[config.mk]
export PLATFORM = sky130hd
export DESIGN_NAME = shared_memory_writer
export DESIGN_NICKNAME = d
export VERILOG_FILES = /design/src/rtl/shared_memory_writer.sv
export SDC_FILE = /design/constraint.sdc
export NUM_CORES = 1
export LEC_CHECK = 0
export CAP_MARGIN = 20
export CORE_ASPECT_RATIO = 1.1
export CORE_MARGIN = 3
export CORE_UTILIZATION = 25
export CTS_CLUSTER_SIZE = 30
export DETAILED_ROUTE_END_ITERATION = 10
export PLACE_DENSITY = 0.5
export SYNTH_ARGS = -nofsm -noshare
export SYNTH_HDL_FRONTEND = slang
export SYNTH_SLANG_ARGS = --single-unit
[constraint.sdc]
create_clock -name clock -period 1.83 [get_ports clock]
set_input_delay 0.549 -clock clock [delete_from_list [all_inputs] [get_ports clock]]
set_output_delay 0.549 -clock clock [all_outputs]
set_load 0.02 [all_outputs]
[src/rtl/shared_memory_writer.sv]
// Write side of the shared register file: two valid/ready clients, round-robin
// arbitration, one committed write per cycle into a banked register memory.

module shared_memory_entry #(
    parameter int DATA_WIDTH = 2
) (
    input  logic                  clock,
    input  logic                  clear_n,
    input  logic                  we,
    input  logic [DATA_WIDTH-1:0] d,
    output logic [DATA_WIDTH-1:0] q
);
    always_ff @(posedge clock or negedge clear_n) begin
        if (!clear_n)
            q <= '0;
        else if (we)
            q <= d;
    end
endmodule

module shared_memory_writer #(
    parameter int DATA_WIDTH  = 2,
    parameter int ADDR_WIDTH  = 2,
    parameter int COUNT_WIDTH = 8
) (
    input  logic                               clock,
    input  logic                               clear_n,
    input  logic                               wr1_valid,
    input  logic [ADDR_WIDTH-1:0]              wr1_addr,
    input  logic [DATA_WIDTH-1:0]              wr1_data,
    output logic                               wr1_ready,
    input  logic                               wr2_valid,
    input  logic [ADDR_WIDTH-1:0]              wr2_addr,
    input  logic [DATA_WIDTH-1:0]              wr2_data,
    output logic                               wr2_ready,
    output logic [(2**ADDR_WIDTH)*DATA_WIDTH-1:0] memory,
    output logic                               last_grant,
    output logic [COUNT_WIDTH-1:0]             write_count
);
    localparam int DEPTH = 2**ADDR_WIDTH;

    typedef struct packed {
        logic [ADDR_WIDTH-1:0] addr;
        logic [DATA_WIDTH-1:0] data;
    } wr_req_t;

    wr_req_t req1, req2, win;
    logic    prio;   // 0 = client 1 wins a tie, 1 = client 2
    logic    gnt1, gnt2, xfer;

    assign req1 = '{addr: wr1_addr, data: wr1_data};
    assign req2 = '{addr: wr2_addr, data: wr2_data};

    // Readies are gated by clear_n so nothing looks granted while held in reset.
    assign gnt1 = clear_n & wr1_valid & (~wr2_valid | ~prio);
    assign gnt2 = clear_n & wr2_valid & (~wr1_valid |  prio);
    assign xfer = gnt1 | gnt2;
    assign win  = gnt2 ? req2 : req1;

    assign wr1_ready = gnt1;
    assign wr2_ready = gnt2;

    always_ff @(posedge clock or negedge clear_n) begin
        if (!clear_n) begin
            prio        <= 1'b0;
            last_grant  <= 1'b0;
            write_count <= '0;
        end else if (xfer) begin
            prio       <= gnt1;
            last_grant <= gnt2;
            if (write_count != {COUNT_WIDTH{1'b1}})
                write_count <= write_count + COUNT_WIDTH'(1);
        end
    end

    for (genvar g = 0; g < DEPTH; g++) begin : g_entry
        logic we;
        assign we = xfer && (win.addr == ADDR_WIDTH'(g));
        shared_memory_entry #(.DATA_WIDTH(DATA_WIDTH)) u_entry (
            .clock   (clock),
            .clear_n (clear_n),
            .we      (we),
            .d       (win.data),
            .q       (memory[g*DATA_WIDTH +: DATA_WIDTH])
        );
    end
endmodule

# Word level (Yosys, flattened, before mapping)
# Index checks and enable logic that the tools add are counted.
[word_totals]
latch_bits = 0
wordCells = 29
output_inout_bits = 19
mem_count = 0
ram_bits = 0
rom_bits = 0
register_bits = 18
input_bits = 12
[classes]
n_mul = 0
n_lt_le_gt_ge = 0
shift = 0
bitwise = 10
addsub = 1
n_eq_ne = 4
n_mux = 1
reduce_logical = 6
div = 0
[op_table]
columns = ["cell", "n"]
rows = [
  ["$add 8x1->8 const B", 1],
  ["$ne 8x8->1 const B", 1],
  ["$and 1x1->1", 4],
  ["$eq 2x2->1 const B", 2],
  ["$logic_and 1x1->1", 4],
  ["$mux 4", 1],
  ["$not 1->1", 3],
  ["$or 1x1->1", 3],
  ["$eq 2x1->1 const B", 1],
  ["$logic_not 2->1", 1],
  ["$reduce_and 2->1", 1],
]

# Logic depth before layout (Yosys ltp)
# Gate-level depths: netlist (run 1).
[depth]
word_depth = 6
depth_mapped = 5
mapped_depth_nobuf = 5

# By module
# Synthesis (run 1) repeated with hierarchy kept, for this count alone.
[hier_totals]
hier_cells = 80
area_unflattened_um2 = 918.4
[by_module_without_submodules]
columns = ["mod", "n_inst", "cells_each", "area_per_inst_um2", "seq_area_each_um2"]
rows = [
  ["shared_memory_writer", 1, 64, 628.1, 250.2],
  ["shared_memory_entry", 4, 4, 72.6, 50.0],
]

# Worst setup path before layout (run 1)
# OpenSTA, ideal clock, no wires.
[synth_path]
path_type = "input-to-reg"
start = "input clear_n"
end = "register g_entry[3].u_entry.q[0]"
path_slack_ps = -30
arrival_time_ps = 1735
path_stages = 5
setup_time_ps = 125
path_buffers = 1
cell_sequence = "buf_2 > nand2_1 > nor2_2 > mux2_4 > mux2_2"
[synth_via]
elab_chain_len = 5
[synth_rtl]
columns = ["item", "line", "text"]
rows = [
  ["from (decl)", "27", "input logic clear_n,"],
  ["$and 1x1->1 (*) (2 in series)", "56", "assign gnt2 = clear_n & wr2_valid & (~wr1_valid | prio);"],
  ["via wr2_ready", "35", "output logic wr2_ready,"],
  ["$mux 4", "58", "assign win = gnt2 ? req2 : req1;"],
  ["$eq 2x2->1", "78", "assign we = xfer && (win.addr == ADDR_WIDTH'(g));"],
  ["$logic_and 1x1->1", "78", ""],
  ["to (signal assigned)", "15", "q <= '0;"],
  ["to (signal assigned)", "17", "q <= d;"],
  ["to (decl)", "11", "output logic [DATA_WIDTH-1:0] q"],
]
# The timed path passes the listed nets; every way through them passes the cells marked *.
# A chain may end at the register's enable or synchronous reset.

# Worst setup path after layout (run 1)
[layout_path]
start = "register g_entry[1].u_entry.q[1]"
end = "output memory[3]"
[layout_rtl]
columns = ["item", "line", "text"]
rows = [
  ["from (decl)", "11", ""],
  ["from (signal assigned)", "15", ""],
  ["from (signal assigned)", "17", ""],
  ["to (decl)", "36", "output logic [(2**ADDR_WIDTH)*DATA_WIDTH-1:0] memory,"],
]
# No word-level cell between the ends.

==> results of run 1 <==
placed cells by master, fill, tap and decap left out, types with 2 or more instances in the layout:
cell	count
a32o_1	2
and3_1	2
buf_4	15
clkbuf_2	2
clkbuf_4	3
clkdlybuf4s50_1	9
dfrtp_1	18
dlygate4sd2_1	8
dlymetal6s2s_1	8
mux2_2	9
mux2_4	4
nand2_1	7
nand2b_1	2
nand3_1	3
nand4_1	4
nor2b_1	2
xnor2_1	4
metrics by stage:
stage	TNS, ps	power [mW]	setup WS (ps)	hold slack [ps]
after floorplan	0	1.05	48.8	253
after global placement	-9460	1.45	-696	488
after detailed placement	-9670	1.46	-720	498
after CTS	0	1.66	3.70	360
after global routing	0	1.74	0.392	208
final	0	1.63	49.2	218
cell type report:
type | count | area share
clock buffers | 4 | 0.0250
inverters | 1 | 0.00259
multi-input cells | 55 | 0.328
flip-flops and latches | 18 | 0.311
well taps | 48 | 0.0414
repair buffers | 45 | 0.292
registers in the layout, summed over array words and instances, names as in the netlist:
register and count:
prio 1, g_entry.u_entry.q 8, last_grant 1, write_count 8
power by group:
group,switching [mW],internal (mW)
Combinational,0.357,0.378
Sequential,0.114,0.537
Clock,0.119,0.121
kinds of logic after synthesis:
kind of cell,Yosys count,share of synthesized area
XOR/XNOR,5,0.0478
AO/OA/AOI/OAI,10,0.108
buffers and inverters,2,0.00955
multiplexers,13,0.176
adder cells (fa/ha/maj),1,0.0137
flip-flops,18,0.492
AND/OR/NAND/NOR,26,0.153
metal layers:
metal,global-route usage,up-vias,share of wire
li1,-,368,-
met1,0.150,351,0.49
met2,0.151,30,0.44
met3,0.0227,2,0.052
met4,0.0576,0,0.017
met5,0,-,0
timing repair:
action	4_1_cts	5_1_grt
setup endpoints to repair	26	18
setup buffers	2	0
gates resized for setup	24	17
pin swaps	0	2
worst min path at each step:
stage / startpoint / end / slack (ps) / depth (start not counted)
CTS: clear_n / last_grant / 360 / 2
global route: clear_n / last_grant / 210 / 2
global placement: g_entry[2].u_entry.q[1] / g_entry[2].u_entry.q[1] / 490 / 1
finish: clear_n / last_grant / 220 / 2
detailed placement: g_entry[2].u_entry.q[0] / g_entry[2].u_entry.q[0] / 500 / 1
floorplan: clear_n / g_entry[0].u_entry.q[0] / 250 / 0
==> results.sh, run 1 <==
export IMPL_synth_avg_cell_area_um2=12.2
export IMPL_clockBufferDepth=2
export IMPL_place_area_um2=1370
export IMPL_fin_crit_ps=1780
export IMPL_hold_viol_final=0
export IMPL_die_y_um=69.5
export IMPL_synthToLayoutAreaGrowth_pct=58.3
export IMPL_power_leakage_nw=0.711
export IMPL_finalMaxSlewViolations=0
export IMPL_rsz0062_at_grt="false"
export IMPL_max_slew_margin=0.720
export IMPL_gp_congestion=0.750
export IMPL_cap_violations=0
export IMPL_post_route_util=0.425
export IMPL_die_area_um2=4430
export IMPL_crit_path_end="memory[3]"
export IMPL_path_delay_family="buffers and inverters"
export IMPL_synthesis_nets=88
export IMPL_status="finished, final reports clean"
export IMPL_crit_start="g_entry[1].u_entry.q[1]"
export IMPL_antenna_found_initial=0
export IMPL_cts_tree="done"
export IMPL_skew_ps=9.48
export IMPL_critPathKind="reg2out"
export IMPL_grt_usage=0.107
export IMPL_fp_dieW_um=63.7
export IMPL_ant_nets=0
export IMPL_cts_root_buffer="clkbuf_4"
export IMPL_overflow=0
export IMPL_grt_pass1_wl_um=3740
export IMPL_max_stage_delay_ps=600
export IMPL_crit_arrival_ps=1230
export IMPL_viasPerCell=4.39
export IMPL_synth_warnings=0
export IMPL_min_period_over_period=0.973
export IMPL_clkTransAtPathRegs_ps=110
export IMPL_drt_iter0_drc=32
export IMPL_synthesis_area_um2=916
export IMPL_worst_ep_required_time_ps=1280
export IMPL_first_global_vias=774
export IMPL_cts_htree_levels=1
export IMPL_yosys_area_top_type_share=0.492
export IMPL_synth_seq_cells=18
export IMPL_drive_above_1_share=0.350
export IMPL_diodes=0
export IMPL_ys_top_cells_by_area="dfrtp_1 (49%), mux2_2 (11%), mux2_4 (6.6%)"
export IMPL_first_pass_iters=4
export IMPL_slowest_stage="clkdlybuf4s50_1"
export IMPL_setup_violations=0
export IMPL_wire_per_inst_um=12.5
export IMPL_synth_top_cell_by_area="dfrtp_1"
export IMPL_core_um2=3410
export IMPL_clkSinkCount=18
export IMPL_drc=0
export IMPL_vias=751
export IMPL_async_flop_share=1.00
export IMPL_rows=22
export IMPL_cts_made_buffers=3
export IMPL_worst_pin_slew_ps=415
export IMPL_synth_edf_count=0
export IMPL_ctsHoldBuffers=0
export IMPL_power_density_nw_per_um2=1120
export IMPL_nFillCells=363
export IMPL_initial_core_util=0.268
export IMPL_synth_most_common_cell="dfrtp_1"
export IMPL_multi_input_area_um2=475
export IMPL_wirelength_um=2130
export IMPL_cp_end_kind="primary output"
export IMPL_synth_cell_type_count=28
export IMPL_ys_seq_area_frac=0.492
export IMPL_top_level_ports=31
export IMPL_nets=137
export IMPL_r2r_slack_ps=160
export IMPL_r2r_cells=5
export IMPL_fmax_ghz=0.562
export IMPL_cp_num_buf_inv=1
export IMPL_clk_latency_ps=290
export IMPL_io_buffers=30
export IMPL_synthTopCellsByCount="dfrtp_1 (18), mux2_2 (9), nand2_1 (7)"
export IMPL_cp_depth=1
export IMPL_grt_start_max_net_pins=22
export IMPL_path_cells="clkdlybuf4s50_1"
export IMPL_min_path_type="in2async"
export IMPL_cp_max_fo=2
export IMPL_dp_hpwl_um=1640
export IMPL_fin_cells=171
export IMPL_r2r_start="prio"
export IMPL_syn_inst=75
export IMPL_regArea_um2=450
export IMPL_r2r_end="g_entry[3].u_entry.q[1]"
export IMPL_synth_ff_type="dfrtp_1"
export IMPL_post_place_cells=165
export IMPL_design_area_um2=1450
export IMPL_ir_worst_vdd_v=0.000550
export IMPL_start_kind="flop"
(Power assumes the default switching activity.)
==> run 2, diff against run 1 <==
--- a/config.mk
+++ b/config.mk
@@ -5,13 +5,15 @@
 export SDC_FILE = /design/constraint.sdc
 export NUM_CORES = 1
 export LEC_CHECK = 0
+export ABC_CLOCK_PERIOD_IN_PS = 1830
 export CAP_MARGIN = 20
 export CORE_ASPECT_RATIO = 1.1
 export CORE_MARGIN = 3
 export CORE_UTILIZATION = 25
 export CTS_CLUSTER_SIZE = 30
 export DETAILED_ROUTE_END_ITERATION = 10
-export PLACE_DENSITY = 0.5
+export PLACE_DENSITY = 0.56
+export SKIP_CTS_REPAIR_TIMING = 1
 export SYNTH_ARGS = -nofsm -noshare
 export SYNTH_HDL_FRONTEND = slang
 export SYNTH_SLANG_ARGS = --single-unit
==> run 2 against run 1 <==
Compared with the run above:
- wire length is 5.8% higher
- worst hold slack better by 83 ps
- die area stayed put
- critical path type unchanged
- critical endpoint is now wr2_ready
- highest routed layer unchanged
==> results.sh, run 2 (same netlist as run 1, synthesis figures left out) <==
export IMPL_status="finished, final reports clean"
export IMPL_die_y_um=69.5
export IMPL_max_slew_margin=0.702
export IMPL_gp_congestion=0.756
export IMPL_final_common_cell="dlymetal6s2s_1"
export IMPL_layout_setup_ws_ps=92.2
export IMPL_dp_slack_ps=-722
export IMPL_wirelength_um=2250
export IMPL_core_um2=3410
export IMPL_fin_crit_ps=1740
export IMPL_grt_start_max_net_pins=23
export IMPL_power_leakage_nw=0.810
export IMPL_setup_tns_ps=0
export IMPL_reg_top3="g_entry.u_entry.q x8, write_count x8"
export IMPL_cp_max_fo=3
export IMPL_die_area_um2=4430
export IMPL_clockBufferDepth=2
export IMPL_cts_htree_levels=1
export IMPL_dp_hpwl_um=1730
export IMPL_ant_nets=0
export IMPL_drt_iter0_drc=9
export IMPL_fmax_ghz=0.575
export IMPL_power_density_nw_per_um2=1140
export IMPL_synthToLayoutAreaGrowth_pct=60.8
export IMPL_start_kind="flop"
export IMPL_antenna_found_initial=0
export IMPL_wire_per_inst_um=13.3
export IMPL_r2r_end="write_count[3]"
export IMPL_initial_core_util=0.268
export IMPL_grt_usage=0.110
export IMPL_io_buffers=30
export IMPL_hold_viol_final=0
export IMPL_min_path_type="in2async"
export IMPL_r2r_start="write_count[0]"
export IMPL_rows=22
export IMPL_setup_violations=0
export IMPL_design_area_um2=1470
export IMPL_ir_worst_vdd_v=0.000721
export IMPL_vias=772
export IMPL_place_area_um2=1370
export IMPL_crit_arrival_ps=1190
export IMPL_fp_dieW_um=63.7
export IMPL_worst_pin_slew_ps=442
export IMPL_post_place_cells=165
export IMPL_fin_cells=169
export IMPL_nets=135
export IMPL_first_pass_iters=4
export IMPL_critPathKind="reg2out"
export IMPL_min_period_over_period=0.950
export IMPL_cts_root_buffer="clkbuf_4"
export IMPL_skew_ps=1.33
export IMPL_holdWs_ps=301
export IMPL_r2r_cells=6
export IMPL_overflow=0
export IMPL_cap_violations=0
export IMPL_top_level_ports=31
export IMPL_worst_ep_required_time_ps=1280
export IMPL_cts_tree="done"
export IMPL_cts_made_buffers=3
export IMPL_grt_pass1_wl_um=3880
export IMPL_drc=0
export IMPL_r2r_slack_ps=150
export IMPL_final_cell_mix="dlymetal6s2s_1 (20), dfrtp_1 (18), buf_4 (13)"
export IMPL_rsz0062_at_grt="false"
export IMPL_cp_end_kind="primary output"
export IMPL_finalMaxSlewViolations=0
export IMPL_totalPowerFinal_mw=1.68
export IMPL_first_global_vias=801
export IMPL_post_route_util=0.431
export IMPL_clkSinkCount=18
export IMPL_clk_latency_ps=290
export IMPL_clkTransAtPathRegs_ps=100
export IMPL_diodes=0
export IMPL_viasPerCell=4.57
export IMPL_drive_above_1_share=0.322
==> run 2: cell count changes in the layout (fill, tap and decap cells not counted), sizes merged <==
cell,change
clkbuf,-2
clkdlybuf4s50,-1
dlygate4sd2,-8
buf,-2
clkdlybuf4s15,-1
dlymetal6s2s,+12
==> run 2: per-layer routing <==
metal  vias to the layer above  track usage  wire length (µm)
li1                        370            -                 -
met1                       376        0.140              1030
met2                        22        0.180              1100
met3                         4       0.0243                97
met4                         0       0.0432                29
met5                         -            0                 0
==> run 2: worst max-delay path by stage <==
stage               startpoint                      end  cells after the start  slack [ps]
floorplan              clear_n  g_entry[3].u_entry.q[0]                      5          50
global placement     wr1_valid                wr1_ready                      4        -700
detailed placement   wr1_valid                wr1_ready                      4        -720
CTS                  wr1_valid                wr1_ready                      4        -720
global route              prio                wr2_ready                      3           9
finish                    prio                wr2_ready                      3          90
==> run 2: area by class of cell <==
| cell class | count | area (µm²) |
|---|---|---|
| inverter | 1 | 3.75 |
| clock buffer | 4 | 36.3 |
| tap | 48 | 60.1 |
| sequential | 18 | 450 |
| multi-input combinational | 55 | 468 |
| timing repair buffer | 43 | 454 |
| fill | 349 | 1940 |
==> run 2: critical path: stages (launching register included) <==
cell and delay (ps):
dfrtp_1 410, and2b_2 260, nor2_4 110, buf_6 130
==> run 2: power breakdown <==
part           switching [mW]  internal (mW)  total [mW]  leakage (nW)
Clock                   0.124          0.121       0.245        0.0210
Sequential              0.128          0.537       0.665         0.220
Combinational           0.361          0.409       0.769         0.570
Total                   0.612           1.07        1.68         0.810
